`config.mk`:
```
export PLATFORM = sky130hd
export DESIGN_NAME = tt_sweep_capture
export DESIGN_NICKNAME = d
export VERILOG_FILES = /design/src/rtl/tt_sweep_pkg.sv /design/src/rtl/settle_timer.sv /design/src/rtl/tt_sweep_capture.sv
export SDC_FILE = /design/constraint.sdc
export NUM_CORES = 1
export LEC_CHECK = 0
export CAP_MARGIN = 20
export CORE_MARGIN = 1.5
export CORE_UTILIZATION = 49
export DETAILED_ROUTE_END_ITERATION = 10
export GPL_ROUTABILITY_DRIVEN = 0
export PLACE_DENSITY = 0.87
export SLEW_MARGIN = 30
export SYNTH_ARGS = -nofsm -noshare
export SYNTH_HDL_FRONTEND = slang
export SYNTH_SLANG_ARGS = --single-unit
```
`constraint.sdc`:
```
create_clock -name clk -period 1.7 [get_ports clk]
set_input_delay 0.34 -clock clk [delete_from_list [all_inputs] [get_ports clk]]
set_output_delay 0.34 -clock clk [all_outputs]
set_load 0.02 [all_outputs]
```
`src/rtl/tt_sweep_pkg.sv`:
```
// Shared types and constants for the truth-table gate characterisers.
package tt_sweep_pkg;

  localparam int VEC_W   = 3;
  localparam int NUM_VEC = 8;

  localparam logic [7:0] RULE_ZERO = 8'h00;
  localparam logic [7:0] RULE_0X96 = 8'h96;
  localparam logic [7:0] RULE_0X99 = 8'h99;

  typedef enum logic [1:0] {
    IDLE   = 2'd0,
    SETTLE = 2'd1,
    REPORT = 2'd2
  } state_e;

  function automatic logic is_last_vec(input logic [VEC_W-1:0] idx);
    return idx == VEC_W'(NUM_VEC - 1);
  endfunction

endpackage

```
`src/rtl/settle_timer.sv`:
```
// Reloadable down-counter: expire is high on the last cycle of a CYCLES-long hold.
module settle_timer #(
  parameter int unsigned CYCLES = 4
) (
  input  logic clk,
  input  logic rst_n,
  input  logic load,
  input  logic en,
  output logic expire
);

  localparam int unsigned CNT_W = (CYCLES <= 1) ? 1 : $clog2(CYCLES + 1);
  localparam logic [CNT_W-1:0] LOAD_VAL = CNT_W'(CYCLES - 1);

  logic [CNT_W-1:0] cnt_q;

  // NOTE: sequential state uses non-blocking assignments so every flop samples
  // pre-edge values, independent of block evaluation order.
  always_ff @(posedge clk or negedge rst_n) begin
    if (!rst_n) begin
      cnt_q <= '0;
    end else if (load) begin
      cnt_q <= LOAD_VAL;
    end else if (en && cnt_q != '0) begin
      cnt_q <= cnt_q - CNT_W'(1);
    end
  end

  assign expire = en && (cnt_q == '0);

endmodule

```
`src/rtl/tt_sweep_capture.sv`:
```
// Sweeps a 3-input gate through all eight vectors, captures its rule code and compares it.
module tt_sweep_capture
  import tt_sweep_pkg::*;
#(
  parameter int unsigned SETTLE_CYCLES = 4,
  parameter logic [7:0]  EXPECTED_RULE = RULE_0X99
) (
  input  logic       clk,
  input  logic       rst_n,
  input  logic       start,
  output logic       in1,
  output logic       in2,
  output logic       in3,
  input  logic       gate_out,
  output logic       busy,
  output logic       result_valid,
  input  logic       result_ready,
  output logic [7:0] rule_code,
  output logic       match,
  output logic [7:0] mismatch_mask
);

  state_e           state_q;
  logic [VEC_W-1:0] idx_q;
  logic [VEC_W-1:0] vec_q;
  logic [7:0]       rule_code_q;
  logic             busy_q;
  logic             valid_q;

  logic timer_load;
  logic timer_expire;

  // The timer reloads on sweep start and on every sample edge so each vector
  // gets exactly SETTLE_CYCLES cycles of hold.
  assign timer_load = ((state_q == IDLE) && start) ||
                      ((state_q == SETTLE) && timer_expire);

  settle_timer #(
    .CYCLES (SETTLE_CYCLES)
  ) u_settle_timer (
    .clk    (clk),
    .rst_n  (rst_n),
    .load   (timer_load),
    .en     (state_q == SETTLE),
    .expire (timer_expire)
  );

  always_ff @(posedge clk or negedge rst_n) begin
    if (!rst_n) begin
      state_q     <= IDLE;
      idx_q       <= '0;
      vec_q       <= '0;
      rule_code_q <= '0;
      busy_q      <= 1'b0;
      valid_q     <= 1'b0;
    end else begin
      case (state_q)
        IDLE: begin
          if (start) begin
            state_q     <= SETTLE;
            idx_q       <= '0;
            vec_q       <= '0;
            rule_code_q <= '0;
            busy_q      <= 1'b1;
          end
        end
        SETTLE: begin
          if (timer_expire) begin
            rule_code_q[idx_q] <= gate_out;
            // Terminal test precedes the increment, so idx never wraps.
            if (is_last_vec(idx_q)) begin
              state_q <= REPORT;
              vec_q   <= '0;
              valid_q <= 1'b1;
            end else begin
              idx_q <= idx_q + VEC_W'(1);
              vec_q <= idx_q + VEC_W'(1);
            end
          end
        end
        REPORT: begin
          if (result_ready) begin
            state_q <= IDLE;
            valid_q <= 1'b0;
            busy_q  <= 1'b0;
          end
        end
        default: state_q <= IDLE;
      endcase
    end
  end

  assign {in1, in2, in3} = vec_q;
  assign busy            = busy_q;
  assign result_valid    = valid_q;
  assign rule_code       = rule_code_q;
  assign match           = (rule_code_q == EXPECTED_RULE);
  assign mismatch_mask   = rule_code_q ^ EXPECTED_RULE;

endmodule

```
* After elaboration in Yosys (flattened, before gate mapping)
Index checks and enable logic that the tools add are counted.
** Storage, ports and cells
- Flip-flop bits (word level) :: 21
- Input bits :: 5
- Output and inout bits :: 22
- Word-level logic and storage cells :: 65
** Operators by class
- Add/subtract/negate cells :: 2
- Magnitude comparators :: 2
- Equal/unequal tests :: 9
- Muxes and demuxes :: 26
- Bitwise logic cells :: 1
- Reductions and logical operators :: 18
** Operators with widths (number)
- $mux W3 :: 7
- $mux W8 :: 2
- $pmux W8 S2 :: 1
- $pmux W3 S2 :: 2
- $reduce_and A4 Y1 :: 3
- $ne A2 B2 Y1 const B :: 5
- $bwmux W8 :: 1
- $eq A8 B8 Y1 const B :: 1
- $mux W2 :: 4
- $reduce_bool A2 Y1 :: 4
- $pmux W2 S3 :: 1
- $reduce_and A3 Y1 :: 2
- $logic_and A1 B1 Y1 :: 5
- $mux W1 :: 5
- $lt A3 B4 Y1 const B :: 1
- $not A4 Y4 :: 1
- $pmux W1 S2 :: 2
- $add A3 B1 Y3 const B :: 1
- $demux W1 S3 :: 1
- $eq A3 B3 Y1 const B :: 1
- $ge A3 B1 Y1 const B :: 1
- $logic_not A3 Y1 :: 1
- $reduce_bool A3 Y1 :: 1
- $sub A3 B1 Y3 const B :: 1
- 4 further kinds :: 4

* Depth between registers and ports, before layout
Gate-level depths: netlist of the first run.
- Word-level depth :: 7
- Mapped depth :: 6
- Depth with buffers taken out :: 5

* Modules after synthesis
From an unflattened synthesis of the first run, not the netlist that was laid out.
** Second synthesis, totals
- Cells, all modules :: 117
- Area, all modules :: 1184.9 um^2
** Modules (own cells, without submodules)
- tt_sweep_capture :: instances 1, cells an instance 99, area each 993.5 um^2, sequential area each 450.4 um^2
- settle_timer :: instances 1, cells an instance 18, area each 191.4 um^2, sequential area each 75.1 um^2

* Least setup slack after synthesis of the first run
Ideal clock, no wire load.
- Path type :: flip-flop to output port
- Start point :: register rule_code_q[1], in the netlist rule_code[1]
- End point :: output port match
- Arrival time :: 1.293 ns
- Required time :: 1.360 ns
- Setup slack :: 0.067 ns
- Stages on the path, launching flop included :: 3
- Buffers on the path :: 0
- Cell sequence :: dfrtp_1 or4_1 nor2_1
** On the way
- Longest elaborated chain between the ends :: 1
** Ends and longest elaborated chain
- start, declared :: RTL line tt_sweep_capture.sv:26 : logic [7:0] rule_code_q;
- start signal, assigned by index :: RTL line tt_sweep_capture.sv:69 : rule_code_q[idx_q] <= gate_out;
- $eq A8 B8 Y1 :: RTL line tt_sweep_capture.sv:97 : assign match = (rule_code_q == EXPECTED_RULE);
- end, declared :: RTL line tt_sweep_capture.sv:19 : output logic match,
Every way passes these cells.

* Worst setup path in the final report of the first run
- Start point :: register rule_code_q[6], in the netlist rule_code[6]
- End point :: output port match
Same word-level chain as after synthesis.

==> results of run 1 <==
## worst reg2reg max path: cells and delay by family, from the launching register on
family,cells,cell delay [ns]
AND/OR/NAND/NOR,3,0.60
adder cells (fa/ha/maj),1,0.22
flip-flops,1,0.41
buffers and inverters,2,0.28
## cells in the final DEF, fill, tap and decap left out, drive strengths merged, types with 3 or more instances in the layout
cell type      instances
buf                   14
clkbuf                 4
clkdlybuf4s50          9
dfrtp                 21
dlygate4sd2           12
dlymetal6s2s           4
ha                     4
inv                   10
mux2i                  8
nand2                 17
nand3                  6
nor2                   4
o21ai                  6
o311ai                 3
## metal layers
metal / up-vias / track usage, %
li1: 472 / -
met1: 476 / 23.9
met2: 30 / 38.8
met3: 3 / 4.02
met4: 0 / 6.58
met5: - / 0
## what timing repair did
item                       CTS  global route
setup buffers                0             2
pin swaps                    2             0
resized for setup           17             8
setup endpoints to repair   13            10
hold endpoints to repair     0             0
## sequential cells by signal, indices dropped and copies added, names as in the netlist
| signal | flops |
|---|---|
| rule_code | 8 |
| busy | 1 |
| result_valid | 1 |
| vec_q | 3 |
| u_settle_timer.cnt_q | 3 |
| idx_q | 3 |
| state_q | 2 |
## through the flow
step	cells	instance area [sq um]
final	177	1510
after CTS	175	1480
after global placement	171	1470
after global routing	177	1510
after floorplan	117	1170
after detailed placement	171	1470
## power breakdown
group          total (mW)  internal [mW]  switching, mW
sequential          0.817          0.684          0.132
combinational        1.45          0.649          0.798
clock               0.251         0.0918          0.159
## how the worst max path moves through the flow
stage | end | slack [ns] | cells after the start
2_1_floorplan | match | 0.07 | 2
3_3_place_gp | match | -0.22 | 3
3_5_place_dp | match | -0.24 | 3
4_1_cts | match | -0.12 | 3
5_1_grt | match | -0.18 | 3
6_report | match | -0.12 | 3
## cells by family after synthesis
group                    after synthesis  synth area share, %
AND/OR/NAND/NOR                       44                 21.1
multiplexers                           8                 6.85
AO/OA/AOI/OAI                         19                 12.7
buffers and inverters                 21                 10.2
flip-flops                            21                 44.9
adder cells (fa/ha/maj)                4                 4.28
## area by class of cell
| type | count | area, sq um |
|---|---|---|
| Clock buffer | 4 | 26.3 |
| Timing Repair Buffer | 39 | 354 |
| Inverter | 10 | 37.5 |
| Tap cell | 28 | 35.0 |
| Fill cell | 178 | 719 |
| Multi-Input combinational cell | 75 | 536 |
| Sequential cell | 21 | 526 |
==> run summary, run 1 <==
RUN
-------------------------------------------------------------------------------------------
Max Cap Violations                                                                        0

ROUTE
-------------------------------------------------------------------------------------------
Total via count after detailed routing                                                  981
Total Wirelength                                                                    2430 um
DRC Markers                                                                               0
Wirelength per Cell                                                                 13.7 um
Drt pass-1 iters                                                                          4
Number of design-rule violations left by the first detailed-router iteration             10
Highest routed layer                                                                   met4
Wire length on met3                                                                  126 um
Remaining antenna violation count                                                         0
Wire length on met2                                                                 1280 um
Routed length on met1                                                               1000 um
DR vias/cell                                                                           5.54

STA
-------------------------------------------------------------------------------------------
Worst slew pin tran                                                                0.392 ns
Slew Limit Headroom                                                                   73.5%
Min cycle time layout                                                               1.82 ns
Peak clock frequency supported by timing                                            550 MHz
Worst Setup Slack, final                                                          -0.117 ns
Final critical-path share of the clock period                                          107%
Hold Fails Final Rpt                                                                      0
Final hold slack                                                                   0.358 ns
Final number of max-transition violations                                                 0
Setup repair after global routing missed its margin                                    true
Final setup violating endpoints                                                           1
Total Neg Setup Slack                                                             -0.117 ns
Max Clock Skew                                                                   0.00358 ns

GRT
-------------------------------------------------------------------------------------------
Maximum number of pins on one net before global-route repair                             22
Initial antenna violation count                                                           0
First-pass GRT wire length                                                          4150 um
Vias in the first global route                                                          959
GRT Util Overall                                                                      20.9%
Overall overflow remaining after global route                                             0

LOGIC SYNTHESIS
-------------------------------------------------------------------------------------------
Flip-flop cell with the highest count after synthesis                               dfrtp_1
Number of synthesized flops with an enable pin                                            0
Ys async rst share                                                                     100%
Fraction of the yosys area taken by sequential cells                                  44.9%
Post-synthesis sequential element count                                                  21
Fraction of synthesized cell area taken by the top area cell type                     44.9%
Cell area after technology mapping                                             0.00117 sq mm
Yosys Warn Count                                                                          0
Yosys top cell by area                                                              dfrtp_1
Synthesized instance count                                                              117
Biggest area contributors in the synthesized netlist                           dfrtp_1 (45%), mux2i_1 (6.8%), nand2_1 (5.5%), ha_1 (4.3%), buf_4 (3.9%)
Most numerous cell types in the synthesized netlist                            dfrtp_1 (21), nand2_1 (17), inv_1 (10), mux2i_1 (8)
Most common cell in the netlist                                                     dfrtp_1
Distinct cells, synth                                                                    36
Net Count, Synth                                                                        126
Average cell area after synthesis                                                10.0 sq um

CTS
-------------------------------------------------------------------------------------------
Number of buffers created by CTS                                                          3
Maximum level of the CTS H-tree                                                           1
Clock sink count                                                                         21
Root cell of the clock tree                                                        clkbuf_4
TritonCTS clock tree                                                                    yes
Clock tree buffer depth                                                                   2
Hold buffer count at cts                                                                  0
Clock latency reported for the late side of the worst-skew pair                     0.31 ns
Clock-pin slew on the worst setup and hold paths                                    0.12 ns

CRITICAL PATH
-------------------------------------------------------------------------------------------
Critical path peak fanout                                                                 2
Critical path cell sequence                                                    or4_1, nor2_1, buf_4
Cell at the slowest stage of the critical path                                        or4_1
Depth of the worst register-to-register path                                              6
Kind of capture point of the worst setup path                                    output pin
Launch point of the worst reg-to-reg path                                      u_settle_timer.cnt_q[0]
Critical path arrival                                                               1.48 ns
Setup Crit Path Kind                                                                reg2out
Crit path launch                                                               rule_code[6]
Family with the most delay on the worst path                                   simple AND/OR/NAND/NOR gates
Startpoint type of the worst setup path                                           flip-flop
Slack of the worst reg-to-reg path                                                  0.14 ns
Combined buffer and inverter count along the critical path                                1
Reg2Reg Capture Point                                                              idx_q[0]
Required time reported for the critical path endpoint                               1.36 ns
Maximum cell stage delay along the critical path                                    0.52 ns

PLACEMENT
-------------------------------------------------------------------------------------------
IO buf count                                                                             26
Placed wire-length estimate                                                         1790 um
Worst slack at placement                                                          -0.239 ns

OUTCOME
-------------------------------------------------------------------------------------------
Violated checks                                                                setup timing
Status                                                                         finished, violations left

POWER
-------------------------------------------------------------------------------------------
Overall power after layout                                                          2.51 mW
Pwr dens                                                                       1660 mW/mm^2
Worst IR drop on VDD                                                                 964 uV
Lkg Pwr                                                                            0.761 nW

DIE
-------------------------------------------------------------------------------------------
Boundary Pins                                                                            27
Initial cell density of the core                                                      52.4%
Core Region                                                                    0.00223 sq mm
Die height                                                                          51.9 um
Die area                                                                       0.00269 sq mm
Row count                                                                                17
Die width                                                                           51.9 um

LAYOUT
-------------------------------------------------------------------------------------------
Share of the core filled with cells in the final layout                               67.8%
Fraction of final layout cells sized beyond drive strength 1                          16.1%
Area growth, synth to finish                                                          29.4%
N_diodes                                                                                  0
Count of nets after finishing                                                           159

WORST HOLD PATH
-------------------------------------------------------------------------------------------
Worst hold path type                                                               in2async

No activity file was read; power rests on OpenSTA's default activity.
==> inputs of run 2 (changes only) <==
--- a/config.mk
+++ b/config.mk
@@ -10,6 +10,7 @@
 export CORE_UTILIZATION = 49
 export DETAILED_ROUTE_END_ITERATION = 10
 export GPL_ROUTABILITY_DRIVEN = 0
+export HOLD_SLACK_MARGIN = 0.12
 export PLACE_DENSITY = 0.87
 export SLEW_MARGIN = 30
 export SYNTH_ARGS = -nofsm -noshare
==> results of run 2 <==
Final layout, timing and power as in run 1 (identical DEF).
